===== config.mk =====
export PLATFORM = sky130hd
export DESIGN_NAME = vga_timing_gen
export DESIGN_NICKNAME = d
export VERILOG_FILES = /design/src/rtl/vga_pkg.sv /design/src/rtl/vga_pix_div.sv /design/src/rtl/vga_timing_gen.sv
export SDC_FILE = /design/constraint.sdc
export NUM_CORES = 1
export LEC_CHECK = 0
export BUFFER_PORTS_ARGS = -buffer_cell sky130_fd_sc_hd__buf_2
export CORE_MARGIN = 3
export CORE_UTILIZATION = 44
export CTS_CLUSTER_SIZE = 40
export DETAILED_ROUTE_END_ITERATION = 10
export GPL_TIMING_DRIVEN = 0
export PLACE_DENSITY = 0.75
export SETUP_SLACK_MARGIN = 0.2
export SLEW_MARGIN = 20
export SYNTH_ARGS = -nofsm -noshare
export SYNTH_HDL_FRONTEND = slang
export SYNTH_SLANG_ARGS = --single-unit
export TNS_END_PERCENT = 100

===== constraint.sdc =====
create_clock -name clk -period 1.75 [get_ports clk]
set_input_delay 0.0875 -clock clk [delete_from_list [all_inputs] [get_ports clk]]
set_output_delay 0.0875 -clock clk [all_outputs]
set_load 0.1 [all_outputs]

===== src/rtl/vga_pkg.sv =====
// vga_pkg: shared 640x480@60 timing constants, sync polarity and coordinate type for the VGA slice.
package vga_pkg;
  localparam int VGA_H_VISIBLE = 640;
  localparam int VGA_H_FRONT   = 16;
  localparam int VGA_H_SYNC    = 96;
  localparam int VGA_H_BACK    = 48;
  localparam int VGA_V_VISIBLE = 480;
  localparam int VGA_V_FRONT   = 10;
  localparam int VGA_V_SYNC    = 2;
  localparam int VGA_V_BACK    = 33;
  localparam int VGA_H_TOTAL   = VGA_H_VISIBLE + VGA_H_FRONT + VGA_H_SYNC + VGA_H_BACK;
  localparam int VGA_V_TOTAL   = VGA_V_VISIBLE + VGA_V_FRONT + VGA_V_SYNC + VGA_V_BACK;
  localparam logic SYNC_ACTIVE = 1'b0;
  typedef logic [9:0] coord_t;
  function automatic logic in_range(input coord_t v, input int lo, input int n);
    return int'(v) >= lo && int'(v) < lo + n;
  endfunction
endpackage


===== src/rtl/vga_pix_div.sv =====
// vga_pix_div: divides the system clock down to the pixel rate, producing the PIX_EN strobe and the DAC clock.
module vga_pix_div #(
  parameter int CLK_DIV = 2
) (
  input  logic clk,
  input  logic rst_n,
  output logic pix_en,
  output logic vga_clk
);
  localparam int W = $clog2(CLK_DIV);
  if (CLK_DIV < 2 || (CLK_DIV & (CLK_DIV - 1)) != 0) begin : g_bad_div
    $error("vga_pix_div: CLK_DIV must be a power of two >= 2");
  end
  logic [W-1:0] cnt;
  logic [W-1:0] nxt;
  assign nxt    = cnt + W'(1);
  assign pix_en = &cnt;
  // vga_clk tracks the counter MSB so its rising edge lands mid-pixel, after the data edge
  always_ff @(posedge clk or negedge rst_n) begin
    if (!rst_n) begin
      cnt     <= '0;
      vga_clk <= 1'b0;
    end else begin
      cnt     <= nxt;
      vga_clk <= nxt[W-1];
    end
  end
endmodule


===== src/rtl/vga_timing_gen.sv =====
// vga_timing_gen: VGA raster counters, visible decode and registered DAC output stage.
// Optional VGA_BORDER_EN forces a white one-pixel frame around the visible area.
module vga_timing_gen
  import vga_pkg::*;
#(
  parameter int CLK_DIV   = 2,
  parameter int H_VISIBLE = VGA_H_VISIBLE,
  parameter int H_FRONT   = VGA_H_FRONT,
  parameter int H_SYNC    = VGA_H_SYNC,
  parameter int H_BACK    = VGA_H_BACK,
  parameter int V_VISIBLE = VGA_V_VISIBLE,
  parameter int V_FRONT   = VGA_V_FRONT,
  parameter int V_SYNC    = VGA_V_SYNC,
  parameter int V_BACK    = VGA_V_BACK
) (
  input  logic       clk,
  input  logic       rst_n,
  output coord_t     hc,
  output coord_t     vc,
  output logic       vidon,
  output logic       pix_en,
  output logic       frame_start,
  input  logic [7:0] r,
  input  logic [7:0] g,
  input  logic [7:0] b,
  output logic [7:0] vga_r,
  output logic [7:0] vga_g,
  output logic [7:0] vga_b,
  output logic       vga_hs,
  output logic       vga_vs,
  output logic       vga_blank_n,
  output logic       vga_sync_n,
  output logic       vga_clk
);
  localparam int H_TOTAL = H_VISIBLE + H_FRONT + H_SYNC + H_BACK;
  localparam int V_TOTAL = V_VISIBLE + V_FRONT + V_SYNC + V_BACK;
  if (H_TOTAL > 1024 || V_TOTAL > 1024) begin : g_bad_total
    $error("vga_timing_gen: H_TOTAL and V_TOTAL must not exceed 1024");
  end
  logic       h_end;
  logic       v_end;
  logic [7:0] pix_r;
  logic [7:0] pix_g;
  logic [7:0] pix_b;
  vga_pix_div #(.CLK_DIV(CLK_DIV)) u_div (
    .clk    (clk),
    .rst_n  (rst_n),
    .pix_en (pix_en),
    .vga_clk(vga_clk)
  );
  assign h_end       = int'(hc) == H_TOTAL - 1;
  assign v_end       = int'(vc) == V_TOTAL - 1;
  assign vidon       = int'(hc) < H_VISIBLE && int'(vc) < V_VISIBLE;
  assign frame_start = pix_en && hc == '0 && vc == '0;
  assign vga_sync_n  = 1'b0;
  always_ff @(posedge clk or negedge rst_n) begin
    if (!rst_n) begin
      hc <= '0;
      vc <= '0;
    end else if (pix_en) begin
      hc <= h_end ? '0 : hc + 10'd1;
      vc <= h_end ? (v_end ? '0 : vc + 10'd1) : vc;
    end
  end
`ifdef VGA_BORDER_EN
  logic border;
  assign border = hc == '0 || int'(hc) == H_VISIBLE - 1 || vc == '0 || int'(vc) == V_VISIBLE - 1;
  assign pix_r  = border ? 8'hFF : r;
  assign pix_g  = border ? 8'hFF : g;
  assign pix_b  = border ? 8'hFF : b;
`else
  assign pix_r = r;
  assign pix_g = g;
  assign pix_b = b;
`endif
  // every pin is sampled from the same hc/vc, giving one pixel of aligned latency
  always_ff @(posedge clk or negedge rst_n) begin
    if (!rst_n) begin
      vga_hs      <= ~SYNC_ACTIVE;
      vga_vs      <= ~SYNC_ACTIVE;
      vga_blank_n <= 1'b0;
      vga_r       <= '0;
      vga_g       <= '0;
      vga_b       <= '0;
    end else if (pix_en) begin
      vga_hs      <= in_range(hc, H_VISIBLE + H_FRONT, H_SYNC) ? SYNC_ACTIVE : ~SYNC_ACTIVE;
      vga_vs      <= in_range(vc, V_VISIBLE + V_FRONT, V_SYNC) ? SYNC_ACTIVE : ~SYNC_ACTIVE;
      vga_blank_n <= vidon;
      vga_r       <= vidon ? pix_r : '0;
      vga_g       <= vidon ? pix_g : '0;
      vga_b       <= vidon ? pix_b : '0;
    end
  end
endmodule

==> out/summary.txt <==
Detailed Routing Iterations Pass 1: 4
site row count: 24
GR Util All Layers: 21.6%
R2R Path Start: hc[0]
final setup violation count: 8
clk sinks: 48
M2 GR Usage: 35.0%
critical-path cell list: inv_4, ha_4, nor4b_4, nand4_1, nor2_4, buf_12
failing checks: setup timing
Post-synth EDFFs: 0
Hold Crit Class: input port to register
status: finished, violations left
Die ar.: 5840 um2
CTS tree: done
die span in y: 76.4 um
CP Max Fanout: 3
Avg Inst Size Synth: 10.3 um2
worst-case clock buffer depth: 2
Slew Viols, Final: 0
post-synthesis cell type count: 39
Num CTS Buffers: 5
DRT Wirelength: 6130 um
Post-Syn Area: 2180 um2
most frequent cells in the layout: 73 x buf_2, 32 x nand2_1, 26 x dfrtp_1, 15 x o2bb2ai_1, 14 x buf_4
Tcrit/Tclk final: 105%
Crit Path Class: register to output pin
GR peak layer: met2
routed vias: 2043
met3 Track Usage GR: 6.03%
RD Place Congestion: 0.844
Clock Skews: 0.00478 ns
Final Non-Filler Cells: 389
FMAX: 542 MHz
Mapped Cells: 212
minimum clock period: 1.85 ns
Vias/cell: 5.25
Die Span X: 76.4 um
# nets final: 353
Final WS setup: -0.0954 ns
CP max stage delay: 0.51 ns
IO Pins: 78
maximum vdd drop: 0.544 mV
crit-path leading delay family: simple AND/OR/NAND/NOR gates
# diodes: 0
Post-Place Cells: 353
DRC violations left: 0
Leakage: 0.00166 uW
number of global-route vias before repair: 2024
latest clock arrival within the worst-skew pair: 0.30 ns
post-synthesis sequential area ratio: 55.2%
first-pass GRT wire length: 10100 um
Syn-to-layout area delta: 60.1%
Startpoint Class: register
PwrDens: 683 nW/um2
Root Driver: clkbuf_8
Placeable Area: 4560 um2
HP Start: b[5]
WP data required: 1.66 ns
Worst Path Arrival: 1.76 ns
DRT iter0 DRCs: 83
largest net degree at the start of global routing: 49
H-tree Lvls: 2
critical path startpoint: vc[0]
Slew HR: 59.5%
total nets after synthesis: 242
share of cells above drive strength 1: 55.6%
RSZ-0062 raised after global routing: true
Synth Warn #: 0
CP max stage cell: dfrtp_4
total grt overflow: 0
Most used DFF post-synth: dfrtp_1
met1 Use GR: 27.4%
Max Cap Viol: 0
Final Hold Fails: 0
commonest non-fill, non-tap cell in the layout: buf_2
dpl hpwl: 3740 um
Worst Setup End Kind: output pin
clock slew seen by the registers of the worst setup and hold paths: 0.09 ns
Least-Margin Pin Slew: 0.608 ns
final core occ: 76.5%
post-DR wirelength/cell: 15.7 um
post-route ant nets: 0
I/O Buffers: 76
initial antenna violation count: 0
crit path buf inv count: 2
Synth Register Bits: 48
Starting Density: 47.8%
fraction of registers with async set/reset: 100%
==> power breakdown <==
group / internal (uW) / total [uW] / leakage [uW] / switching, uW
clock network: 505 / 885 / 0.0000645 / 381
registers: 1140 / 1150 / 0.000557 / 18.6
logic: 66.3 / 348 / 0.00104 / 281
total: 1710 / 2390 / 0.00166 / 681
==> synthesized netlist by cell type (all sizes together) (2+ instances only) <==
cell     count  share of area, %
nand4        3              0.86
xnor2        5               2.0
ha           4               2.3
nand3b       2              0.69
inv          7               1.2
a21oi        3              0.69
nand2       36               6.2
dfrtp       46                53
nor4b        2              0.80
o21ai        8               1.8
xor2         4               1.6
nor3         8               1.8
nor2         9               1.5
clkbuf       8               1.4
or3          3              0.86
buf          3              0.92
o2bb2ai     24               9.6
nand3       12               2.8
and3         6               1.7
dfstp        2               2.4
==> worst paths after layout <==
check | endpoint | slack, ns | depth (start not counted)
min in group asynchronous | hc[4] | 0.34 | 2
max reg2reg | vc[9] | -0.07 | 7
max | frame_start | -0.1 | 6
max in group asynchronous | u_div.pix_en | 0.95 | 2
min | vga_b[5] | 0.01 | 3
min reg2reg | vga_hs | 0.49 | 2
==> metal layers <==
| layer | up-vias | routed length, um |
|---|---|---|
| li1 | 970 | - |
| met3 | 10 | 400 |
| met1 | 985 | 2630 |
| met5 | - | 0 |
| met4 | 0 | 105 |
| met2 | 78 | 2990 |
==> through the flow <==
step / hold WS, ns / instance area [um2] / setup WS, ns / setup TNS (ns) / total power (uW)
CTS: 0.000176 / 3310 / -0.140 / -0.313 / 2400
finish: 0.0137 / 3490 / -0.0954 / -0.327 / 2390
floorplan: -0.208 / 2370 / -0.288 / -1.65 / 1420
detailed placement: 0.332 / 2840 / -0.343 / -0.917 / 1500
global route: 0.000281 / 3490 / -0.196 / -0.949 / 2490
global placement: 0.321 / 2840 / -0.330 / -0.817 / 1500
==> worst reg2reg max path: stages, from the launching register on <==
cell and delay [ns]:
dfrtp_4 0.45, buf_12 0.11, ha_4 0.13, nand4bb_4 0.14, or3_4 0.40, buf_8 0.15, o31a_1 0.22, a31oi_1 0.14
==> what timing repair did <==
action / in CTS / in global routing
pin swaps: 13 / 15
hold buffers: 7 / 0
cloned: 1 / 0
endpoints found under the setup margin: 15 / 38
setup buffers: 17 / 3
resized for setup: 31 / 41
endpoints found under the hold margin: 36 / 0
==> state kept, by name, summed over array words and instances (netlist names) <==
signal,cells
vga_blank_n,1
hc,10
vga_b,8
vga_hs,1
vc,10
u_div.pix_en,1
vga_r,8
vga_g,8
vga_vs,1
==> kinds of logic (layout without fill, tap and decap cells) <==
group	count (synthesis)	after routing	share of synthesized area, %
adder cells (fa/ha/maj)	4	4	2.29
multiplexers	2	2	0.975
AND/OR/NAND/NOR	88	88	19.8
flip-flops	48	48	55.2
XOR/XNOR	9	9	3.61
buffers and inverters	19	131	3.67
AO/OA/AOI/OAI	41	41	14.3
other	1	1	0.172
==> cell type report <==
cell class | instances | area [um2]
clock inverter | 1 | 30.0
multi-input combinational | 145 | 1190
sequential | 48 | 1260
buffer | 11 | 91.3
inverter | 8 | 42.5
timing repair buffer | 104 | 703
clock buffer | 7 | 96.3
tap | 65 | 81.3
fill | 319 | 1070
Note: power is estimated with default switching activity, not from simulation.
